<file path="config.mk">
export PLATFORM = sky130hd
export DESIGN_NAME = oled_mode_scheduler
export DESIGN_NICKNAME = d
export VERILOG_FILES = /design/src/rtl/oled_mode_scheduler.sv
export SDC_FILE = /design/constraint.sdc
export NUM_CORES = 1
export LEC_CHECK = 0
export BUFFER_PORTS_ARGS = -buffer_cell sky130_fd_sc_hd__buf_4
export CAP_MARGIN = 20
export CORE_MARGIN = 1
export CORE_UTILIZATION = 60
export CTS_BUF_LIST = sky130_fd_sc_hd__clkbuf_16
export CTS_CLUSTER_DIAMETER = 120
export DETAILED_ROUTE_END_ITERATION = 12
export GPL_ROUTABILITY_DRIVEN = 0
export PLACE_DENSITY_LB_ADDON = 0.15
export SLEW_MARGIN = 25
export SYNTH_ARGS = -nofsm -noshare
export SYNTH_HDL_FRONTEND = slang
export SYNTH_SLANG_ARGS = --single-unit
export TNS_END_PERCENT = 30
</file>
<file path="constraint.sdc">
create_clock -name i_CLK -period 4.25 [get_ports i_CLK]
set_clock_uncertainty 0.05 [all_clocks]
set_input_delay 1.0625 -clock i_CLK [delete_from_list [all_inputs] [get_ports i_CLK]]
set_output_delay 1.0625 -clock i_CLK [all_outputs]
set_load 0.01 [all_outputs]
</file>
<file path="src/rtl/oled_mode_scheduler.sv">
// Round-robin arbiter and start/ready sequencer in front of OLED_interface.
// Optional build macro OLED_AUTO_POWERON_EN inserts a power-on before write/clear while the display is off.
module oled_mode_scheduler #(
  parameter int NREQ           = 2,
  parameter int TIMEOUT_CYCLES = 1024
) (
  input  logic              i_CLK,
  input  logic              i_RST,
  input  logic [NREQ-1:0]   i_REQ,
  input  logic [2*NREQ-1:0] i_REQ_MODE,
  output logic [NREQ-1:0]   o_GNT,
  output logic [NREQ-1:0]   o_DONE,
  output logic [NREQ-1:0]   o_ERR,
  output logic [1:0]        o_OLED_MODE,
  output logic              o_OLED_START,
  input  logic              i_OLED_READY,
  output logic              o_PWR_ON,
  output logic              o_BUSY
);

  localparam int IW = (NREQ > 1) ? $clog2(NREQ) : 1;
  localparam int CW = $clog2(TIMEOUT_CYCLES + 1);
  localparam logic [CW-1:0]   TO_VAL   = CW'(TIMEOUT_CYCLES);
  localparam logic [IW-1:0]   LAST_RST = IW'(NREQ - 1);
  localparam logic [NREQ-1:0] ONE      = NREQ'(1);

  typedef enum logic [2:0] {
    S_IDLE  = 3'd0,
`ifdef OLED_AUTO_POWERON_EN
    S_PWRUP = 3'd1,
`endif
    S_ISSUE = 3'd2,
    S_BUSY  = 3'd3,
    S_DONE  = 3'd4
  } state_t;

  state_t            state_q, state_d;
  logic [IW-1:0]     idx_q, idx_d;
  logic [IW-1:0]     last_q, last_d;
  logic [1:0]        mode_q, mode_d;
  logic [CW-1:0]     cnt_q, cnt_d;
  logic [NREQ-1:0]   gnt_q, gnt_d;
  logic [NREQ-1:0]   done_q, done_d;
  logic [NREQ-1:0]   err_q, err_d;
  logic [1:0]        oled_mode_q, oled_mode_d;
  logic              start_q, start_d;
  logic              pwr_on_q, pwr_on_d;
  logic              busy_q, busy_d;

  logic              found;
  logic [IW-1:0]     win;
  logic [IW-1:0]     cand;
  logic [1:0]        win_mode;

  // Search begins one past the last granted requester and wraps.
  always_comb begin
    found = 1'b0;
    win   = last_q;
    cand  = '0;
    for (int i = 1; i <= NREQ; i++) begin
      cand = IW'((int'(last_q) + i) % NREQ);
      if (!found && i_REQ[cand]) begin
        found = 1'b1;
        win   = cand;
      end
    end
    win_mode = i_REQ_MODE[{win, 1'b0} +: 2];
  end

  always_comb begin
    state_d     = state_q;
    idx_d       = idx_q;
    last_d      = last_q;
    mode_d      = mode_q;
    cnt_d       = cnt_q;
    gnt_d       = '0;
    done_d      = '0;
    err_d       = '0;
    oled_mode_d = oled_mode_q;
    start_d     = start_q;
    pwr_on_d    = pwr_on_q;
    busy_d      = busy_q;

    case (state_q)
      S_IDLE: begin
        if (i_OLED_READY && found) begin
          idx_d  = win;
          last_d = win;
          mode_d = win_mode;
          gnt_d  = ONE << win;
          busy_d = 1'b1;
          cnt_d  = '0;
          if (win_mode[1] && !pwr_on_q) begin
`ifdef OLED_AUTO_POWERON_EN
            state_d     = S_PWRUP;
            start_d     = 1'b1;
            oled_mode_d = 2'b00;
`else
            state_d = S_DONE;
            err_d   = ONE << win;
`endif
          end else begin
            state_d     = S_ISSUE;
            start_d     = 1'b1;
            oled_mode_d = win_mode;
          end
        end
      end

`ifdef OLED_AUTO_POWERON_EN
      // start_q high marks the accept phase of the inserted power-on, low the busy phase.
      S_PWRUP: begin
        if (start_q) begin
          if (!i_OLED_READY) begin
            start_d = 1'b0;
          end else begin
            cnt_d = cnt_q + CW'(1);
            if (cnt_d == TO_VAL) begin
              start_d = 1'b0;
              state_d = S_DONE;
              err_d   = ONE << idx_q;
            end
          end
        end else if (i_OLED_READY) begin
          pwr_on_d    = 1'b1;
          state_d     = S_ISSUE;
          start_d     = 1'b1;
          oled_mode_d = mode_q;
          cnt_d       = '0;
        end
      end
`endif

      S_ISSUE: begin
        if (!i_OLED_READY) begin
          start_d = 1'b0;
          state_d = S_BUSY;
        end else begin
          cnt_d = cnt_q + CW'(1);
          if (cnt_d == TO_VAL) begin
            start_d = 1'b0;
            state_d = S_DONE;
            err_d   = ONE << idx_q;
          end
        end
      end

      S_BUSY: begin
        if (i_OLED_READY) begin
          state_d = S_DONE;
          done_d  = ONE << idx_q;
          if (mode_q == 2'b00) pwr_on_d = 1'b1;
          if (mode_q == 2'b01) pwr_on_d = 1'b0;
        end
      end

      S_DONE: begin
        state_d = S_IDLE;
        busy_d  = 1'b0;
      end

      default: begin
        state_d = S_IDLE;
        start_d = 1'b0;
        busy_d  = 1'b0;
      end
    endcase
  end

  always_ff @(posedge i_CLK) begin
    if (i_RST) begin
      state_q     <= S_IDLE;
      idx_q       <= '0;
      last_q      <= LAST_RST;
      mode_q      <= 2'b00;
      cnt_q       <= '0;
      gnt_q       <= '0;
      done_q      <= '0;
      err_q       <= '0;
      oled_mode_q <= 2'b00;
      start_q     <= 1'b0;
      pwr_on_q    <= 1'b0;
      busy_q      <= 1'b0;
    end else begin
      state_q     <= state_d;
      idx_q       <= idx_d;
      last_q      <= last_d;
      mode_q      <= mode_d;
      cnt_q       <= cnt_d;
      gnt_q       <= gnt_d;
      done_q      <= done_d;
      err_q       <= err_d;
      oled_mode_q <= oled_mode_d;
      start_q     <= start_d;
      pwr_on_q    <= pwr_on_d;
      busy_q      <= busy_d;
    end
  end

  assign o_GNT        = gnt_q;
  assign o_DONE       = done_q;
  assign o_ERR        = err_q;
  assign o_OLED_MODE  = oled_mode_q;
  assign o_OLED_START = start_q;
  assign o_PWR_ON     = pwr_on_q;
  assign o_BUSY       = busy_q;

endmodule

</file>
# Word level (Yosys, flattened, before mapping)
# Cells that the tools add are included.
# classes
addsub	3
mul	0
div_mod_pow	0
n_lt_le_gt_ge	2
eq_ne	10
n_shift	3
muxes	31
bitwise	7
reduce_logical	20
# op_table
cell	n
$mux W11	2
$pmux W11 S2	1
$mux W1	15
$mux W3	5
$reduce_and A3 Y1	4
$add A11 B1 Y11 const B	1
$eq A11 B11 Y1 const B	1
$pmux W3 S3	1
$mux W2	4
$ne A2 B2 Y1 const B	4
$not A1 Y1	7
$eq A3 B2 Y1 const B	2
$reduce_or A3 Y1	2
$lt A1 B2 Y1 const B	2
$pmux W2 S2	1
$reduce_and A2 Y1	2
$reduce_and A4 Y1	1
$reduce_bool A2 Y1	2
$reduce_or A2 Y1	2
$shiftx A4 B3 Y2	1
$shl A1 B1 Y2 const A	2
$eq A3 B3 Y1 const B	1
$logic_and A1 B1 Y1	3
$logic_not A3 Y1	1
other kinds (7)	9
# totals
register_bits	29
latchBits	0
mem_bits_rw	0
mem_bits_ro	0
input_bits	9
output_inout_bits	11
n_memories	0

# Depth between registers and ports, before layout
# Gate-level depths: netlist of run 1.
# depth
depth_word	12
ltp_mapped	8
ltp_nobuf	6

# Worst setup path before layout of run 1
# Ideal clock, no wire load.
# synth_timing
kind	input-to-reg
startpoint	input i_OLED_READY
endpoint	register cnt_q[10]
t_arrival_ps	2179
required_time_ps	4130
slack_ps	1951
stages	5
n_path_buf	1
cell_sequence	nand2b_2 > or3_1 > clkbuf_2 > or4_1 > a21oi_1
# synth_between
elab_chain_cells	3
elab_cells_between_ends	4
classes_between	eq/ne (2); reduce/logical (2)
# synth_lines
item	line	text
start, declared	16	input logic i_OLED_READY,
$logic_and A1 B1 Y1	86	if (i_OLED_READY && found) begin
$ne A2 B2 Y1 (no line)	n/a	
$reduce_and A3 Y1 (no line) *	n/a	
end signal, assigned	189	cnt_q <= cnt_d;
end, declared	41	logic [CW-1:0] cnt_q, cnt_d;
# Every way passes the cells marked *; elsewhere a longest branch is shown, timed or not.
# A chain may end at the register's enable or synchronous reset.

# Worst setup path in the final report of run 1
# layout_timing
startpoint	input i_REQ[1]
endpoint	register cnt_q[2]
# layout_between
elab_chain_cells	9
elab_cells_between_ends	11
classes_between	eq/ne (1); mux (6); reduce/logical (4)
# layout_lines
item	line	text
start, declared	9	input logic [NREQ-1:0] i_REQ,
$mux W1 (not written as such) (2 in a row)	62	if (!found && i_REQ[cand]) begin
$mux W1	62	
$logic_not A1 Y1	62	
$logic_and A1 B1 Y1	62	
$mux W1 *	62	
$logic_and A1 B1 Y1 *	86	
$ne A2 B2 Y1 (no line) *	n/a	
$reduce_and A3 Y1 (no line) *	n/a	
# Every way passes the cells marked *; elsewhere a longest branch is shown, timed or not. The select of a mux whose other input is x is not followed.

==> results of run 1 <==
-- cells in the mapped netlist (3+ instances only) --
| cell type | count |
|---|---|
| nand3b_1 | 3 |
| o21ai_0 | 12 |
| or3_1 | 7 |
| nand4_1 | 4 |
| a31oi_1 | 3 |
| or4_1 | 3 |
| and3_1 | 3 |
| inv_1 | 3 |
| dfxtp_1 | 29 |
| nand3_1 | 7 |
| a21oi_1 | 19 |
| buf_2 | 3 |
| nor3_1 | 7 |
| and2_1 | 7 |
| a22o_1 | 3 |
| nor2_1 | 20 |
| nand2_1 | 6 |
| clkbuf_1 | 5 |
-- cell families (layout without fill, tap and decap cells) --
| family | count (synthesis) | in the layout |
|---|---|---|
| and+or+nand+nor | 79 | 79 |
| AOI/OAI and AO/OA | 52 | 52 |
| DFF | 29 | 29 |
| buffers and inverters | 14 | 30 |
| adders and majority gates | 2 | 2 |
| muxes | 2 | 2 |
-- power groups by stage --
stage	clock, uW	sequential [uW]	combinational (uW)
final	386	298	81.8
after global routing	402	299	89.2
after CTS	390	297	80.5
after detailed placement	0	303	79.3
after global placement	0	301	76.5
after floorplan	0	299	56.3
-- metal layers --
| layer | up-vias | routed length, um |
|---|---|---|
| met4 | 0 | 87 |
| met3 | 12 | 171 |
| met2 | 51 | 1720 |
| met5 | - | 0 |
| li1 | 686 | - |
| met1 | 683 | 1580 |
-- flip-flops by register name, indices dropped and copies added, names as in the netlist --
register and cells:
cnt_q 11, idx_q 1, last_q 1, mode_q 2, o_BUSY 1, o_DONE 2
o_ERR 2, o_GNT 2, o_OLED_MODE 2, o_OLED_START 1, o_PWR_ON 1, state_q 3
-- worst max-delay path: stages --
cell     delay [ns]
buf_4          0.09
nor2_1         0.08
nor4_2         0.69
nor2_1         0.34
o21ai_0        0.26
a21oi_1        0.09
-- metrics by stage --
stage	hold WS [ns]	total power, uW	setup WS (ns)	area (sq um)
floorplan	0.397	356	1.95	1460
global placement	0.412	378	1.51	1580
detailed placement	0.434	382	1.50	1580
CTS	0.449	768	1.76	1750
global route	0.456	791	1.55	1750
finish	0.453	766	1.72	1750
-- placed cells by master (no fill, tap or decap), types with 2 or more instances in the layout --
cell type,count
or4_1,3
buf_4,19
clkbuf_16,5
a31oi_1,3
a22o_1,3
nand3b_1,3
ha_1,2
nor4_1,2
and3_1,3
inv_1,4
nor3_1,7
a21boi_0,2
nand2_1,6
nor3b_1,2
and2_1,7
dfxtp_1,29
or3_1,7
o2bb2ai_1,2
a211oi_1,2
nand4_1,4
nor2_1,20
nand3_1,7
o21ai_0,12
and3b_1,2
a21oi_1,19
-- cell type report --
type                            instances  area (sq um)
Multi-Input combinational cell        135           813
Inverter                                3          11.3
Tap cell                               28          35.0
Clock buffer                            5           125
Timing Repair Buffer                   19           143
Clock inverter                          3          37.5
Fill cell                             169           509
Sequential cell                        29           581
-- worst max path at each step --
stage	from	to	slack (ns)	cells after the start
after detailed placement	i_REQ[1]	cnt_q[2]	1.50	6
after global routing	i_REQ[1]	cnt_q[4]	1.55	6
after floorplan	i_OLED_READY	cnt_q[10]	1.95	5
after CTS	i_REQ[1]	cnt_q[2]	1.76	6
final	i_REQ[1]	cnt_q[2]	1.72	6
after global placement	i_REQ[1]	cnt_q[10]	1.51	6
==> summary.txt, run 1 <==
Global route
  • First-pass GRT wire length: between 5 and 6 mm
  • Largest net degree at the start of global routing: 27
  • M3 GR Usage: under 10%
  • Met2 usage: 49.8%
  • GR Overflow Total: 0
  • Vias in the first global route: between 1000 and 1500
  • GRT Total Usage: approximately 30%
  • GR peak layer: met2
  • Met1 Usage GRT: between 30% and 40%
  • Antenna violations before repair: 0

Pwr
  • PD cells: 439 mW/mm^2
  • Seq pwr share: 38.9%
  • Power Internal: just under 600 uW
  • Static Leak: between 0.0006 and 0.0007 uW
  • Sw frac: a little under a quarter
  • Clock power frac: 50.4%
  • Peak supply drop: a little under 0.0005 V
  • Comb power frac: 10.7%
  • Net Switching: approximately 180 uW

STA
  • Period utilisation layout: 59.6%
  • Slew margin rel.: 45.3%
  • RSZ-0062 raised after global routing: no
  • Final Hold Violating Endpoints: 0
  • Worst Max-Slew Pin Slew: 0.813 ns
  • Final Setup Violations: 0
  • Fin Setup TNS: 0 ns
  • Max Slew Vio Count: 0
  • Max frequency: ~400 MHz
  • Final Critical Period: roughly 2.5 ns

Routing
  • Via density: 6.45
  • Residual DRC count: 0
  • Vias: 1432
  • Drt pass-1 iters: 4
  • Starting DRC count in detailed routing: 43
  • Routed Antenna Nets: 0
  • Drt wl/cell: around 16 um
  • Final wirelength: between 3 and 4 mm

Cells and area
  • Final core utilization: between 70 and 80%
  • Final #Nets: ~200
  • Fin cells: around 220
  • Layout area overhead: 19.6%
  • ANT cells: 0
  • Share of cells above drive strength 1: 16.0%

Min path
  • Hold Path Class: flop to flop
  • Worst hold path depth: 2
  • Hold Crit Start: mode_q[0]
  • Hold EP: mode_q[0]

Clocking
  • Post CTS Setup Buffer Count: 0
  • Hold Buf Count CTS: 0
  • Post-CTS sizing: 0
  • CTS Sinks: 29
  • CTS root buffer: clkbuf_16
  • Clock buffer count from CTS: 5
  • CTS tree: built
  • CTS H-Tree Depth: 2
  • Clock transition at the registers of the reported paths: ~0.05 ns
  • CTS Buffer Depth: 2
  • Skew-Pair Late Insertion Delay: between 0.2 and 0.3 ns

Setup path
  • Reg2reg end: o_ERR[1]
  • Setup CP Type: input port to flop
  • Reg-to-Reg Start: cnt_q[0]
  • Critical Path Start Type: input port
  • CP arrival: between 2 and 3 ns
  • CP endpoint kind: flop
  • WP data required: about 4.4 ns
  • Reg-to-reg setup timing slack: slightly above 2 ns
  • R2R depth: 6
  • Crit-path max FO: 10

Synth
  • Number of enable flip-flop cells after synthesis: 0
  • Syn Std Cell Area: 0.00146 sq mm
  • Synth Area in Adders: 1.72%
  • Simple-Gate Fraction of Synth Area: 30.2%
  • Dominant cells by area after synthesis: dfxtp_1 40%, a21oi_1 6.5%, nor2_1 5.1%
  • Area leader, netlist: dfxtp_1
  • Synthesized instance count: between 150 and 200
  • Main combinational cell family by area after synthesis: simple AND/OR/NAND/NOR gates
  • Most common flop cell mapped by yosys: dfxtp_1
  • Compound-Gate Fraction of Synth Area: around 22%
  • Async SR Flop Fraction: 0%
  • Mean post-synth cell area: 8.20 sq um
  • Synth top area share: 39.8%
  • XOR/XNOR Fraction of Synth Area: 0%
  • Sequential element share of the synthesized area: between 30% and 40%
  • Syn Nets: approximately 190
  • Yosys cell types: between 40 and 50
  • Synth warn: 0
  • Mux contribution to synthesized area: 1.46%
  • Yosys reg bits: 29

Placement
  • Dpl cells: 214
  • Number of port buffers: 19
  • DPL Wire Length: about 2.3 mm

Run
  • MaxCap Viol Count: 0

Floorplan
  • CORE AREA: ~0.0023 sq mm
  • Die width: ~51 um
  • Starting Density: 64.7%
  • Die footprint: 0.00263 sq mm
  • IO Count: 20
  • Site Rows: 17
  • DIE HEIGHT: 51.3 um

Outcome
  • Status: finished, final reports clean
Power figures use the tool's default switching activity.
==> run 2: changes to the inputs <==
- CORE_UTILIZATION: 60 -> 50
- clock period: 4.25 -> 2.1 ns (I/O delays scaled with it)
==> run 2 against run 1 <==
Effect of this change:
- wire length is 5.2% lower
- sequential share of layout area fell by 1.8 points
- cell count increased by 5.4%
- hold slack worse by 0.031 ns
- critical path depth unchanged
- register-to-register slack worse by 1.8 ns
- global-route usage down 7.2 points
- core utilization fell by 11 points
- via count is 0.42% lower
- largest cell class unchanged
==> summary.txt, run 2 (synthesized netlist as in run 1, its figures left out) <==
Clocking
  • Post CTS Setup Buffer Count: 0 (unchanged)
  • Hold Buf Count CTS: 0 (unchanged)
  • Clock transition at the registers of the reported paths: 0.05 ns (about the same)
  • Post-CTS sizing: 0 (unchanged)
  • CTS Buffer Depth: 2 (unchanged)
  • CTS root buffer: clkbuf_16
  • CTS Sinks: 29 (unchanged)
  • CTS H-Tree Depth: 2 (unchanged)
  • Clock buffer count from CTS: 5 (unchanged)
  • CTS tree: built
  • Skew-Pair Late Insertion Delay: 0.27 ns (about the same)

Floorplan
  • Die footprint: 0.00314 sq mm (+19%)
  • Site Rows: 19 (+2)
  • Starting Density: 52.9% (-12 points)
  • DIE HEIGHT: 56.0 um (+9.2%)
  • IO Count: 20 (unchanged)
  • CORE AREA: 0.00276 sq mm (+22%)
  • Die width: 56.0 um (+9.2%)

Pwr
  • Static Leak: 0.000723 uW (+8.5%)
  • PD cells: 920 mW/mm^2 (+110%)
  • Peak supply drop: 0.000888 V (+84%)

Routing
  • Starting DRC count in detailed routing: 53 (+23%)
  • Routed Antenna Nets: 0 (unchanged)
  • Drt pass-1 iters: 4 (unchanged)
  • Drt wl/cell: 14.4 um (-10%)
  • Via density: 6.09 (-5.5%)
  • Residual DRC count: 0 (unchanged)
  • Vias: 1426 (-0.42%)
  • Final wirelength: 3.37 mm (-5.2%)

Setup path
  • CP arrival: 2.07 ns (-0.56 ns)
  • Max stage delay on crit path: 0.48 ns (-0.21 ns)
  • Crit-path cells: ha_1 -> nand4_1 -> or4_1 -> o211ai_1 -> and4_1 -> a22o_1
  • CP startpoint: cnt_q[1]
  • WP data required: 2.27 ns (-2.08 ns)
  • CP endpoint kind: flop
  • Critical Path Start Type: flop
  • Setup CP Type: flop to flop
  • Worst path slowest cell: or4_1
  • Reg-to-Reg Start: cnt_q[1]
  • Crit-path max FO: 6 (-4)

Cells and area
  • Final core utilization: 66.9% (-11 points)
  • Share of cells above drive strength 1: 20.7% (+4.7 points)
  • Most frequent cells in the layout: 29 x dfxtp_1, 28 x buf_4, 20 x nor2_1
  • Max reg flops: 11 (unchanged)
  • Most flop-heavy register: cnt_q
  • Fin cells: 234 (+5.4%)
  • Most common cell after layout, fill and taps aside: dfxtp_1
  • ANT cells: 0 (unchanged)
  • Layout fillers: 233 (+38%)
  • Final #Nets: 213 (+4.4%)
  • Top Registers: cnt_q x11, state_q x3
  • Layout area overhead: 26.4%

Min path
  • Hold Path Class: input port to flop
  • Hold Crit Start: i_OLED_READY

STA
  • Hold_ws: 0.421 ns (-0.0311 ns)
  • Final Hold Violating Endpoints: 0 (unchanged)
  • Max Slew Vio Count: 0 (unchanged)
  • RSZ-0062 raised after global routing: no
  • Max frequency: approximately 530 MHz
  • Setup ws final: 0.197 ns (-1.52 ns)
  • Slew margin rel.: 60.8% (+15 points)
  • Worst Max-Slew Pin Slew: 0.583 ns (-0.231 ns)
  • Fin Setup TNS: 0 ns (unchanged)
  • Final Setup Violations: 0 (unchanged)
  • Final Critical Period: between 1.5 and 2 ns
  • Period utilisation layout: 90.6%

Global route
  • GR Overflow Total: 0 (unchanged)
  • First-pass GRT wire length: 5.56 mm (-3.1%)
  • Antenna violations before repair: 0 (unchanged)
  • GRT Total Usage: 22.7% (-7.2 points)
  • Largest net degree at the start of global routing: 27 (unchanged)
  • Vias in the first global route: 1247 (-0.080%)

Outcome
  • Status: finished, final reports clean

Placement
  • DPL Wire Length: 2.36 mm (+2.3%)
  • Number of port buffers: 19 (unchanged)
  • DP Worst Slack: 0.200 ns (-1.30 ns)
  • Dpl cells: 226 (+5.6%)

Run
  • MaxCap Viol Count: 0 (unchanged)
-- run 2: cell types whose count changed in the layout (fill, tap and decap cells not counted), sizes merged --
cell,before,now
buf,19,28
bufinv,1,2
inv,4,3
-- run 2: final timing paths --
path | to | slack [ns] | cells past startpoint
worst max register to register | o_ERR[1] | 0.20 | 6
worst min register to register | mode_q[1] | 0.43 | 1
worst min-delay path | state_q[0] | 0.42 | 2
worst max-delay path | o_ERR[1] | 0.20 | 6
-- run 2: per-layer routing --
metal,share of wire [%],track usage (%),vias to the layer above
li1,-,-,705
met1,47,29.2,673
met2,45,35.7,40
met3,5.7,6.28,8
met4,1.9,9.41,0
met5,0,0,-
-- run 2: critical path: cells and delay by family, from the launching register on --
family	cells	cell delay, ns
and+or+nand+nor	3	0.89
DFF	1	0.33
AOI/OAI and AO/OA	2	0.30
adders and majority gates	1	0.27
-- run 2: stage by stage --
step                cell area, sq um  power, uW
global placement                1650        781
floorplan                       1460        720
CTS                             1840       1710
finish                          1840       1700
global route                    1840       1750
detailed placement              1650        787
-- run 2: where the power goes --
| group | switching [uW] | total (uW) | leakage [uW] | internal [uW] |
|---|---|---|---|---|
| clock | 241 | 916 | 0.0000938 | 676 |
| combinational | 102 | 182 | 0.000394 | 80.1 |
| sequential | 20.8 | 598 | 0.000236 | 577 |
-- run 2: cell type report --
cell class,count,area (sq um),area share (%)
inverters,3,11.3,0.611
clock buffers,5,125,6.78
clock inverters,3,65.1,3.53
flip-flops and latches,29,581,31.5
well taps,31,38.8,2.10
repair buffers,28,210,11.4
multi-input cells,135,813,44.1
